--- src/rtl/mem_port_arbiter.sv ---
// Two-master (CPU / DMA) arbiter for a single memory port.
// A request accepted in IDLE is latched onto the mem_* bus.
// The bus is held through XFER until mem_ack arrives or the wait limit expires.
// A one-cycle DONE state then raises the owner's completion pulse.
module mem_port_arbiter #(
   parameter int ADDR_W  = 32,
   parameter int DATA_W  = 48,
   parameter int TIMEOUT = 15
) (
   input  logic              clk,
   input  logic              rst_n,
   // CPU master
   input  logic              cpu_req,
   input  logic              cpu_we,
   input  logic [1:0]        cpu_sz,
   input  logic [ADDR_W-1:0] cpu_addr,
   input  logic [DATA_W-1:0] cpu_wdata,
   output logic              cpu_enable,
   // DMA master
   input  logic              dma_req,
   input  logic              dma_we,
   input  logic [1:0]        dma_sz,
   input  logic [ADDR_W-1:0] dma_addr,
   input  logic [DATA_W-1:0] dma_wdata,
   output logic              dma_done,
   // memory port
   output logic              mem_req,
   output logic              mem_we,
   output logic [1:0]        mem_sz,
   output logic [ADDR_W-1:0] mem_addr,
   output logic [DATA_W-1:0] mem_wdata,
   input  logic              mem_ack,
   input  logic [DATA_W-1:0] mem_rdata,
   // shared status
   output logic [DATA_W-1:0] rdata,
   output logic              err,
   output logic              owner
);

   localparam logic [1:0] S_IDLE = 2'd0;
   localparam logic [1:0] S_XFER = 2'd1;
   localparam logic [1:0] S_DONE = 2'd2;

   localparam int CNT_W = (TIMEOUT < 2) ? 1 : $clog2(TIMEOUT + 1);
   localparam logic [CNT_W-1:0] CNT_LAST = CNT_W'(TIMEOUT - 1);

   logic [1:0]       state_reg;
   logic [CNT_W-1:0] cnt_reg;
   logic             last_grant_reg;   // 1 = DMA was granted last
   logic             grant_dma;

   // Round-robin pick: a tie goes to the master that was not served last
   always_comb begin
      grant_dma = dma_req;
      if (cpu_req && dma_req) begin
         grant_dma = ~last_grant_reg;
      end
   end

   // The CPU is stalled while it requests and its transfer has not reached DONE
   assign cpu_enable = rst_n & ~(cpu_req & ~((state_reg == S_DONE) & ~owner));

   // Arbitration FSM, memory bus registers, read data and completion status
   always_ff @(posedge clk or negedge rst_n) begin
      if (!rst_n) begin
         state_reg      <= S_IDLE;
         cnt_reg        <= '0;
         last_grant_reg <= 1'b1;
         owner          <= 1'b0;
         mem_req        <= 1'b0;
         mem_we         <= 1'b0;
         mem_sz         <= 2'd0;
         mem_addr       <= '0;
         mem_wdata      <= '0;
         rdata          <= '0;
         err            <= 1'b0;
         dma_done       <= 1'b0;
      end else begin
         case (state_reg)
            S_IDLE: begin
               if (cpu_req || dma_req) begin
                  owner          <= grant_dma;
                  last_grant_reg <= grant_dma;
                  mem_we         <= grant_dma ? dma_we    : cpu_we;
                  mem_sz         <= grant_dma ? dma_sz    : cpu_sz;
                  mem_addr       <= grant_dma ? dma_addr  : cpu_addr;
                  mem_wdata      <= grant_dma ? dma_wdata : cpu_wdata;
                  mem_req        <= 1'b1;
                  cnt_reg        <= '0;
                  state_reg      <= S_XFER;
               end
            end
            S_XFER: begin
               if (mem_ack) begin
                  if (!mem_we) begin
                     rdata <= mem_rdata;
                  end
                  mem_req   <= 1'b0;
                  dma_done  <= owner;
                  cnt_reg   <= '0;
                  state_reg <= S_DONE;
               end else if (cnt_reg == CNT_LAST) begin
                  // abort: no ack within the wait window
                  rdata     <= '0;
                  err       <= 1'b1;
                  mem_req   <= 1'b0;
                  dma_done  <= owner;
                  cnt_reg   <= '0;
                  state_reg <= S_DONE;
               end else begin
                  cnt_reg <= cnt_reg + CNT_W'(1);
               end
            end
            S_DONE: begin
               dma_done  <= 1'b0;
               err       <= 1'b0;
               state_reg <= S_IDLE;
            end
            default: begin
               state_reg <= S_IDLE;
            end
         endcase
      end
   end

endmodule

--- config.mk ---
export PLATFORM = sky130hd
export DESIGN_NAME = mem_port_arbiter
export DESIGN_NICKNAME = d
export VERILOG_FILES = /design/src/rtl/mem_port_arbiter.sv
export SDC_FILE = /design/constraint.sdc
export NUM_CORES = 1
export LEC_CHECK = 0
export ABC_AREA = 1
export BUFFER_PORTS_ARGS = -buffer_cell sky130_fd_sc_hd__buf_2
export CAP_MARGIN = 20
export CORE_AREA = 4 4 137 139
export CTS_CLUSTER_DIAMETER = 200
export DETAILED_ROUTE_END_ITERATION = 8
export DIE_AREA = 0 0 141 143
export HOLD_SLACK_MARGIN = 0.03
export PLACE_DENSITY_LB_ADDON = 0.3
export SLEW_MARGIN = 20
export SYNTH_ARGS = -nofsm -noshare
export SYNTH_HDL_FRONTEND = slang
export SYNTH_SLANG_ARGS = --single-unit
--- constraint.sdc ---
create_clock -name clk -period 2.45 [get_ports clk]
set_clock_uncertainty 0.2 [all_clocks]
set_input_delay 0 -clock clk [delete_from_list [all_inputs] [get_ports clk]]
set_output_delay 0 -clock clk [all_outputs]
set_load 0.1 [all_outputs]
Word-level counts from Yosys, hierarchy flattened
Index checks and enable logic that the tools add are counted.
- bits in registers: 142
- input port bits: 219
- multiplexer cells: 26
- add/sub/neg operators: 1
- bitwise gates (word level): 7
- reductions and logical operators: 13
- equality and inequality tests: 8
- operators by type and width (cell ; number):
    $mux W48 ; 4
    $mux W32 ; 1
    $mux W4 ; 3
    $mux W1 ; 9
    $reduce_and A3 Y1 ; 3
    $mux W2 ; 4
    $ne A2 B2 Y1 const B ; 4
    $pmux W4 S2 ; 1
    $reduce_and A2 Y1 ; 4
    $pmux W1 S2 ; 3
    $reduce_bool A2 Y1 ; 3
    $add A4 B1 Y4 const B ; 1
    $eq A4 B4 Y1 const B ; 1
    $not A1 Y1 ; 4
    $pmux W2 S2 ; 1
    $and A1 B1 Y1 ; 3
    $ne A3 B3 Y1 const B ; 1
    $eq A2 B1 Y1 const B ; 1
    $eq A2 B2 Y1 const B ; 1
    $logic_not A2 Y1 ; 1
    $logic_and A1 B1 Y1 ; 1
    $logic_or A1 B1 Y1 ; 1

Depth between registers and ports, before layout
Gate-level depths: netlist of the first run.
- depth in word-level cells: 6
- gate-level depth with buffers: 10

Worst setup path after synthesis of the first run
OpenSTA, ideal clock, no wires.
- path type: register -> output
- start point: reg owner
- end point: out cpu_enable
- arrival time: 3.125 ns
- slack: -0.875 ns
- stages on the path, launching flop included: 4
- path through: dfrtp_1 inv_1 nand2_1 a21boi_0
- cells in the longest elaborated chain, start to end: 6
- ends and longest elaborated chain (item ; RTL line ; text):
    start: declaration ; 37 ; output logic owner
    start signal: assignment ; 82 ; owner <= grant_dma;
    $not A1 Y1 ; 61 ; assign cpu_enable = rst_n & ~(cpu_req & ~((state_reg == S_DONE) & ~owner));
    $and A1 B1 Y1 ; 61 ;
    $not A1 Y1 ; 61 ;
    $and A1 B1 Y1 ; 61 ;
    $not A1 Y1 ; 61 ;
    $and A1 B1 Y1 ; 61 ;
    end: declaration ; 18 ; output logic cpu_enable,
No other way between the ends.

Worst setup path in the final report of the first run
- start point: reg last_grant_reg
- end point: reg mem_wdata[20]
- cells in the longest elaborated chain, start to end: 3
- ends and longest elaborated chain (item ; RTL line ; text):
    start: declaration ; 49 ; logic last_grant_reg;
    start signal: assignment ; 83 ; last_grant_reg <= grant_dma;
    $not A1 Y1 ; 56 ; grant_dma = ~last_grant_reg;
    $mux W1 ; 55 ; if (cpu_req && dma_req) begin
    $mux W48 ; 87 ; mem_wdata <= grant_dma ? dma_wdata : cpu_wdata;
    end signal: assignment ; 87 ;
    end: declaration ; 31 ; output logic [DATA_W-1:0] mem_wdata,
No other way between the ends.
A chain may end at the register's enable or synchronous reset.

==> results.sh, run 1 <==
export IMPL_outcome="finished, final reports clean"
export IMPL_synth_cell_area_um2=6570
export IMPL_synth_nets=1018
export IMPL_rsz0062_at_grt="true"
export IMPL_nNetsFinal=1590
export IMPL_avgSynthCellArea_um2=8.28
export IMPL_slowest_delay_ns=0.58
export IMPL_critical_path_buf_inv_count=2
export IMPL_cts_sinks=142
export IMPL_cp_required_ns=2.54
export IMPL_wl_met1_mm=9.69
export IMPL_r2r_start="last_grant_reg$_DFFE_PN1P_"
export IMPL_grt_max_degree=79
export IMPL_highest_layer="met5"
export IMPL_port_buffer_count=354
export IMPL_critPathLaunchType="register"
export IMPL_dieArea_um2=20200
export IMPL_vias=8115
export IMPL_row_count=49
export IMPL_hold_viol_final=0
export IMPL_layout_common_cells="353 x buf_2, 290 x nand2_1, 241 x dlygate4sd3_1"
export IMPL_setup_viol=0
export IMPL_timing_fmax_ghz=0.415
export IMPL_route_met2_wl_mm=13.7
export IMPL_synth_xor_area_share_pct=0
export IMPL_largest_registers="mem_wdata (48), rdata (48), mem_addr (32)"
export IMPL_fin_crit_sh_pct=98.2
export IMPL_synth_top_family_by_area="simple AND/OR/NAND/NOR gates"
export IMPL_io_pins=355
export IMPL_cap_violations=0
export IMPL_hold_depth=4
export IMPL_route_detailed_drc=0
export IMPL_gp_congestion=0.833
export IMPL_arrival_ns=2.50
export IMPL_die_x_um=141
export IMPL_cts_buffers=17
export IMPL_postLayoutCellArea_um2=11500
export IMPL_min_path_type="in2reg"
export IMPL_yosys_area_share_adder_pct=1.14
export IMPL_grt_pass1_wl_mm=42.2
export IMPL_final_common_cell="buf_2"
export IMPL_clk_pin_slew_ns=0.07
export IMPL_dr_pass1_iters=5
export IMPL_crit_top_cell="nand2_1"
export IMPL_antennaDiodeCount=0
export IMPL_crit_family="buffers and inverters"
export IMPL_crit_path_end_kind="register"
export IMPL_r2r_cells=7
export IMPL_htreeDepth=4
export IMPL_core_area_um2=17700
export IMPL_fin_util_pct=65.3
export IMPL_synth_simple_area_share_pct=24.9
export IMPL_wl_per_cell_um=17.0
export IMPL_ant_nets=0
export IMPL_ys_ff_latch=142
export IMPL_globalRouteOverflowTotal=0
export IMPL_vias_per_cell=5.05
export IMPL_antenna_found_initial=1
export IMPL_yosysUniqueCellTypes=22
export IMPL_min_from="mem_rdata[33]"
export IMPL_holdPathEnd="rdata[33]$_DFFE_PN0P_"
export IMPL_synth_seq_area_share_pct=54.1
export IMPL_initial_utilization_pct=37.2
export IMPL_critPathMaxFanout=51
export IMPL_die_y_um=143
export IMPL_clk_latency_ns=0.41
export IMPL_n_fill_cell=1328
export IMPL_path_cells="nand2_1 -> nand2_8 -> buf_12 -> nand2_1 -> o211ai_1 -> dlygate4sd3_1 -> nand2_1"
export IMPL_worst_pin_slew_ns=0.643
export IMPL_r2r_end="mem_wdata[20]$_DFFE_PN0P_"
export IMPL_wl_met3_mm=2.38
export IMPL_track_usage_pct=26.1
export IMPL_slew_headroom_pct=57.1
export IMPL_critPathSlowestCell="dlygate4sd3_1"
export IMPL_wl_mm=27.3
export IMPL_synthCells=793
export IMPL_syn2layout_area_growth_pct=75.5
export IMPL_cts_tree="yes"
export IMPL_synthMuxAreaShare_pct=0
export IMPL_drive_above_1_share_pct=29.6
export IMPL_place_hpwl_mm=15.7
export IMPL_period_needed_ns=2.41
export IMPL_synth_compound_area_share_pct=12.0
export IMPL_report_final_slew_viol_count=0
export IMPL_r2r_slack_ns=0.04
export IMPL_cts_root_buffer="clkbuf_16"
export IMPL_cts_buffer_depth=2
export IMPL_drt_iter0_drc=467
export IMPL_post_dp_cell_area_um2=8490
export IMPL_ys_warnings_count=0
export IMPL_crit_type="reg2reg"
export IMPL_first_global_vias=8482
[worst max-delay path by stage]
stage | start | to | slack, ns | depth (start not counted)
final | last_grant_reg$_DFFE_PN1P_ | mem_wdata[20]$_DFFE_PN0P_ | 0.04 | 7
after global routing | last_grant_reg$_DFFE_PN1P_ | mem_addr[30]$_DFFE_PN0P_ | -0.05 | 7
after CTS | state_reg[0]$_DFFE_PN0P_ | mem_sz[1]$_DFFE_PN0P_ | 0.02 | 8
after detailed placement | state_reg[0]$_DFFE_PN0P_ | mem_addr[2]$_DFFE_PN0P_ | 0.45 | 7
after global placement | last_grant_reg$_DFFE_PN1P_ | mem_addr[2]$_DFFE_PN0P_ | 0.57 | 5
after floorplan | owner$_DFFE_PN0P_ | cpu_enable | 0.38 | 3
[cell type report]
type	count	area (um2)	area share, %
well taps	229	287	2.49
clock inverters	13	139	1.20
inverters	58	218	1.89
clock buffers	18	439	3.81
multi-input cells	536	2520	21.8
repair buffers	610	4370	37.9
flip-flops and latches	142	3550	30.8
[cell usage after synthesis]
cell      count  area (um2)
a21boi_0      1        7.51
a21oi_2       1        8.76
buf_1         2        7.51
buf_2        30         150
buf_4         6        45.0
buf_6         3        33.8
clkbuf_1     16        60.1
dfrtp_1     141        3530
dfstp_2       1        26.3
ha_1          6        75.1
inv_1        56         210
inv_2         2        7.51
nand2_1     290        1090
nand2_2       1        6.26
nand3_1      10        50.1
nand4_1      51         319
nor2_1       45         169
o211ai_1     42         315
o21ai_0      62         310
o21ai_1      25         125
o21ai_4       1        16.3
o22ai_1       1        6.26
[routing by layer]
metal	GRT usage, %	vias to the layer above
met5	0	-
met4	15.0	2
li1	-	3725
met2	46.0	510
met3	6.46	110
met1	28.7	3768
[per-stage QoR]
step | setup slack [ns] | cells | hold slack (ns) | setup TNS (ns)
after floorplan | 0.378 | 793 | -0.496 | 0
after global placement | 0.566 | 1333 | -0.307 | 0
after detailed placement | 0.452 | 1333 | -0.308 | 0
after CTS | 0.0212 | 1606 | 0.164 | 0
after global routing | -0.0458 | 1606 | 0.175 | -0.224
final | 0.0430 | 1606 | 0.185 | 0
[tightest hold or removal path, cell delays in order]
cell,delay [ns]
dlygate4sd3_1,0.52
buf_2,0.10
nand4_1,0.08
nand2_1,0.07
[cells by family after synthesis]
kind of cell    after synthesis
compound gates              133
buf+inv                     115
flops                       142
simple gates                397
fa+ha+maj                     6
[what timing repair did]
action | 4_1_cts | 5_1_grt
hold endpoints to repair | 278 | 0
gates resized for setup | 0 | 6
buffers inserted | 0 | 0
hold buffers | 242 | 0
setup endpoints to repair | 0 | 44
Power of run 1 is not shown: default switching activity piles up to over one toggle a cycle in this logic, so the estimate is an artifact.
==> inputs of run 2 (changes only) <==
Settings changed: REMOVE_ABC_BUFFERS set to 1.
==> results.sh, run 2 (synthesis gave the netlist of run 1 again) <==
export IMPL_wl_per_cell_um=17.1
export IMPL_r2r_start="state_reg[0]$_DFFE_PN0P_"
export IMPL_drt_iter0_drc=501
export IMPL_min_from="mem_rdata[44]"
export IMPL_report_final_slew_viol_count=0
export IMPL_io_pins=355
export IMPL_min_path_type="in2reg"
export IMPL_syn2layout_area_growth_pct=72.9
export IMPL_largest_registers="mem_wdata (48), rdata (48), mem_addr (32)"
export IMPL_clk_pin_slew_ns=0.07
export IMPL_timing_fmax_ghz=0.423
export IMPL_drive_above_1_share_pct=30.1
export IMPL_clk_latency_ns=0.42
export IMPL_worst_pin_slew_ns=0.588
export IMPL_dieArea_um2=20200
export IMPL_grt_max_degree=96
export IMPL_first_global_vias=8064
export IMPL_grt_pass1_wl_mm=41.8
export IMPL_dr_pass1_iters=5
export IMPL_place_hpwl_mm=15.4
export IMPL_cts_buffer_depth=2
export IMPL_outcome="finished, final reports clean"
export IMPL_die_y_um=143
export IMPL_crit_type="reg2reg"
export IMPL_cts_sinks=142
export IMPL_startpoint="state_reg[0]$_DFFE_PN0P_"
export IMPL_setup_viol=0
export IMPL_cts_root_buffer="clkbuf_16"
export IMPL_cap_violations=0
export IMPL_port_buffer_count=354
export IMPL_vias_per_cell=5.05
export IMPL_fin_crit_sh_pct=96.5
export IMPL_rsz0062_at_grt="false"
export IMPL_wl_mm=27.1
export IMPL_ant_nets=0
export IMPL_final_common_cell="buf_2"
export IMPL_row_count=49
export IMPL_cts_buffers=17
export IMPL_post_dp_cell_area_um2=8480
export IMPL_arrival_ns=2.52
export IMPL_antenna_found_initial=0
export IMPL_period_needed_ns=2.36
export IMPL_htreeDepth=4
export IMPL_postLayoutCellArea_um2=11400
export IMPL_layout_common_cells="353 x buf_2, 290 x nand2_1, 222 x dlygate4sd3_1"
export IMPL_hold_viol_final=0
export IMPL_gp_congestion=0.818
export IMPL_crit_path_end_kind="register"
export IMPL_slew_headroom_pct=60.8
export IMPL_vias=8020
export IMPL_cp_required_ns=2.61
export IMPL_critPathLaunchType="register"
export IMPL_initial_utilization_pct=37.2
export IMPL_track_usage_pct=26.0
export IMPL_globalRouteOverflowTotal=0
export IMPL_route_detailed_drc=0
export IMPL_cts_tree="yes"
export IMPL_die_x_um=141
export IMPL_fin_util_pct=64.3
export IMPL_critPathMaxFanout=67
export IMPL_antennaDiodeCount=0
export IMPL_core_area_um2=17700
export IMPL_nNetsFinal=1570
export IMPL_n_fill_cell=1301
run 2: cell count changes in the layout (fill, tap and decap cells not counted), moves of 2 or more:
cell,before,now
buf_8,2,0
clkinv_4,3,0
clkinvlp_4,2,6
dlygate4sd3_1,241,222
inv_1,56,54
run 2: what timing repair did:
action                                  in CTS  in global routing
setup buffers                                0                  0
hold endpoints to repair                   282                  0
hold buffers                               223                  0
resized for setup                            0                  7
endpoints found under the setup margin       0                 44
run 2: critical path, cell delays in order (launching register included):
cell and delay (ns):
dfrtp_1 0.41, inv_2 0.11, ha_4 0.19, o21ai_4 0.14, inv_2 0.11, buf_12 0.25, o211ai_1 0.15, dlygate4sd3_1 0.61
nand2_1 0.09
run 2: cell type report:
type	count	area [um2]	share of cell area, %
sequential	142	3550	31.3
tap	229	287	2.52
clock inverter	14	168	1.48
timing repair buffer	589	4170	36.7
clock buffer	18	429	3.78
multi-input combinational	537	2530	22.2
inverter	58	220	1.94
run 2: through the flow:
stage	worst slack (ns)	setup TNS, ns	std cells	hold WS (ns)
6_report	0.0853	0	1587	0.171
5_1_grt	0.0251	0	1587	0.179
4_1_cts	0.0197	0	1586	0.150
3_5_place_dp	0.432	0	1331	-0.232
3_3_place_gp	0.530	0	1331	-0.230
2_1_floorplan	-0.875	-45.10	736	-0.496
run 2: per-layer routing:
metal	part of all wire [%]	global-route usage, %	up-vias	wire length [um]
met5	0	0	-	0
met4	5.6	15.7	0	1510
met3	9.2	6.30	104	2480
met2	47	41.5	526	12700
met1	38	32.1	3691	10400
li1	-	-	3699	-
run 2: path summary, 6_finish.rpt:
| kind | endpoint | slack [ns] | cells after the start |
|---|---|---|---|
| setup / recovery | mem_sz[0]$_DFFE_PN0P_ | 0.09 | 8 |
| hold / removal | rdata[44]$_DFFE_PN0P_ | 0.17 | 4 |
| setup reg to reg | mem_sz[0]$_DFFE_PN0P_ | 0.09 | 8 |
| hold reg to reg | rdata[34]$_DFFE_PN0P_ | 0.27 | 2 |
| max in group asynchronous | mem_addr[29]$_DFFE_PN0P_ | 1.01 | 4 |
| min in group asynchronous | rdata[9]$_DFFE_PN0P_ | 0.49 | 4 |
Power of run 2 is left out for the same reason.
==> inputs of run 3 (changes only) <==
Settings changed: PLACE_DENSITY_LB_ADDON 0.3 to 0.2.
==> results.sh, run 3 (synthesis gave the netlist of run 1 again) <==
export IMPL_track_usage_pct=25.6
export IMPL_nNetsFinal=1611
export IMPL_fin_crit_sh_pct=96.2
export IMPL_first_global_vias=8311
export IMPL_port_buffer_count=354
export IMPL_clk_pin_slew_ns=0.06
export IMPL_period_needed_ns=2.36
export IMPL_io_pins=355
export IMPL_grt_use_met1_pct=30.1
export IMPL_rsz0062_at_grt="true"
export IMPL_wl_mm=27.0
export IMPL_arrival_ns=2.51
export IMPL_die_y_um=143
export IMPL_grt_use_met3_pct=6.63
export IMPL_grt_max_degree=143
export IMPL_cap_violations=0
export IMPL_die_x_um=141
export IMPL_r2r_start="state_reg[1]$_DFFE_PN0P_"
export IMPL_min_path_type="in2async"
export IMPL_place_hpwl_mm=15.4
export IMPL_critPathMaxFanout=37
export IMPL_route_detailed_drc=0
export IMPL_syn2layout_area_growth_pct=80.5
export IMPL_r2r_end="rdata[25]$_DFFE_PN0P_"
export IMPL_row_count=49
export IMPL_dr_pass1_iters=5
export IMPL_dieArea_um2=20200
export IMPL_outcome="finished, final reports clean"
export IMPL_drt_iter0_drc=474
export IMPL_antennaDiodeCount=0
export IMPL_critPathLaunchType="register"
export IMPL_r2r_slack_ns=0.09
export IMPL_post_dp_cell_area_um2=8490
export IMPL_globalRouteOverflowTotal=0
export IMPL_final_common_cell="buf_2"
export IMPL_core_area_um2=17700
export IMPL_vias_per_cell=4.99
export IMPL_htreeDepth=4
export IMPL_layout_common_cells="353 x buf_2, 290 x nand2_1, 264 x dlygate4sd3_1"
export IMPL_vias=8127
export IMPL_grt_pass1_wl_mm=41.5
export IMPL_largest_registers="mem_wdata (48), rdata (48), mem_addr (32)"
export IMPL_crit_path_end_kind="register"
export IMPL_postLayoutCellArea_um2=11900
export IMPL_gp_congestion=0.829
export IMPL_hold_viol_final=0
export IMPL_busiest_layer="met2"
export IMPL_initial_utilization_pct=37.2
export IMPL_r2r_cells=6
export IMPL_cts_root_buffer="clkbuf_16"
export IMPL_ant_nets=0
export IMPL_clk_latency_ns=0.41
export IMPL_n_fill_cell=1328
export IMPL_setup_viol=0
export IMPL_report_final_slew_viol_count=0
export IMPL_drive_above_1_share_pct=29.0
export IMPL_timing_fmax_ghz=0.424
export IMPL_cts_tree="yes"
export IMPL_wl_per_cell_um=16.6
export IMPL_antenna_found_initial=0
export IMPL_cts_buffer_depth=2
export IMPL_cts_buffers=17
export IMPL_use_met2_pct=42.9
export IMPL_slew_headroom_pct=45.9
export IMPL_place_inst=1330
export IMPL_crit_type="reg2reg"
export IMPL_final_cells=1628
export IMPL_cp_required_ns=2.61
export IMPL_worst_pin_slew_ns=0.811
export IMPL_cts_sinks=142
## run 3: through the flow
step	setup TNS, ns	hold WS (ns)	setup WS, ns	utilization, %
6_report	0	0.104	0.0938	67.1
5_1_grt	-0.0389	0.177	-0.0209	67.1
4_1_cts	0	0.154	0.0180	66.7
3_5_place_dp	0	0.00741	0.432	48.1
3_3_place_gp	0	0.000874	0.474	48.1
2_1_floorplan	-45.10	-0.496	-0.875	-
## run 3: worst max-delay path by stage
stage                                          start                        end  slack [ns]  depth (start not counted)
after detailed placement  last_grant_reg$_DFFE_PN1P_    mem_addr[7]$_DFFE_PN0P_        0.43                          5
final                       state_reg[1]$_DFFE_PN0P_      rdata[25]$_DFFE_PN0P_        0.09                          6
after global placement    last_grant_reg$_DFFE_PN1P_    mem_addr[1]$_DFFE_PN0P_        0.47                          5
after CTS                   state_reg[0]$_DFFE_PN0P_  mem_wdata[19]$_DFFE_PN0P_        0.02                          8
after global routing        state_reg[1]$_DFFE_PN0P_      rdata[24]$_DFFE_PN0P_       -0.02                          6
after floorplan                    owner$_DFFE_PN0P_                 cpu_enable       -0.88                          3
## run 3: routing by layer
layer	wire [um]	part of all wire (%)
met2	13300	49
met5	0	0
met4	1260	4.7
met3	2290	8.5
met1	10200	38
## run 3: final cells by class
type | count | area, um2 | share of cell area (%)
multi-input combinational | 536 | 2520 | 21.2
clock buffer | 20 | 457 | 3.85
clock inverter | 12 | 184 | 1.55
timing repair buffer | 631 | 4630 | 39.1
inverter | 58 | 218 | 1.84
tap | 229 | 287 | 2.42
sequential | 142 | 3550 | 30.0
## run 3: critical path, stage by stage, from the launching register on
cell and delay, ns:
dfrtp_1 0.39, inv_1 0.11, ha_2 0.41, buf_6 0.32
nand4_1 0.16, dlygate4sd3_1 0.61, nand2_1 0.08
## run 3: what timing repair did
action                                  4_1_cts  5_1_grt
hold endpoints to repair                    283        0
buffers inserted                              0        0
endpoints found under the setup margin        0       76
resized for setup                             0        5
hold buffers                                264        0
Power of run 3 is left out for the same reason.
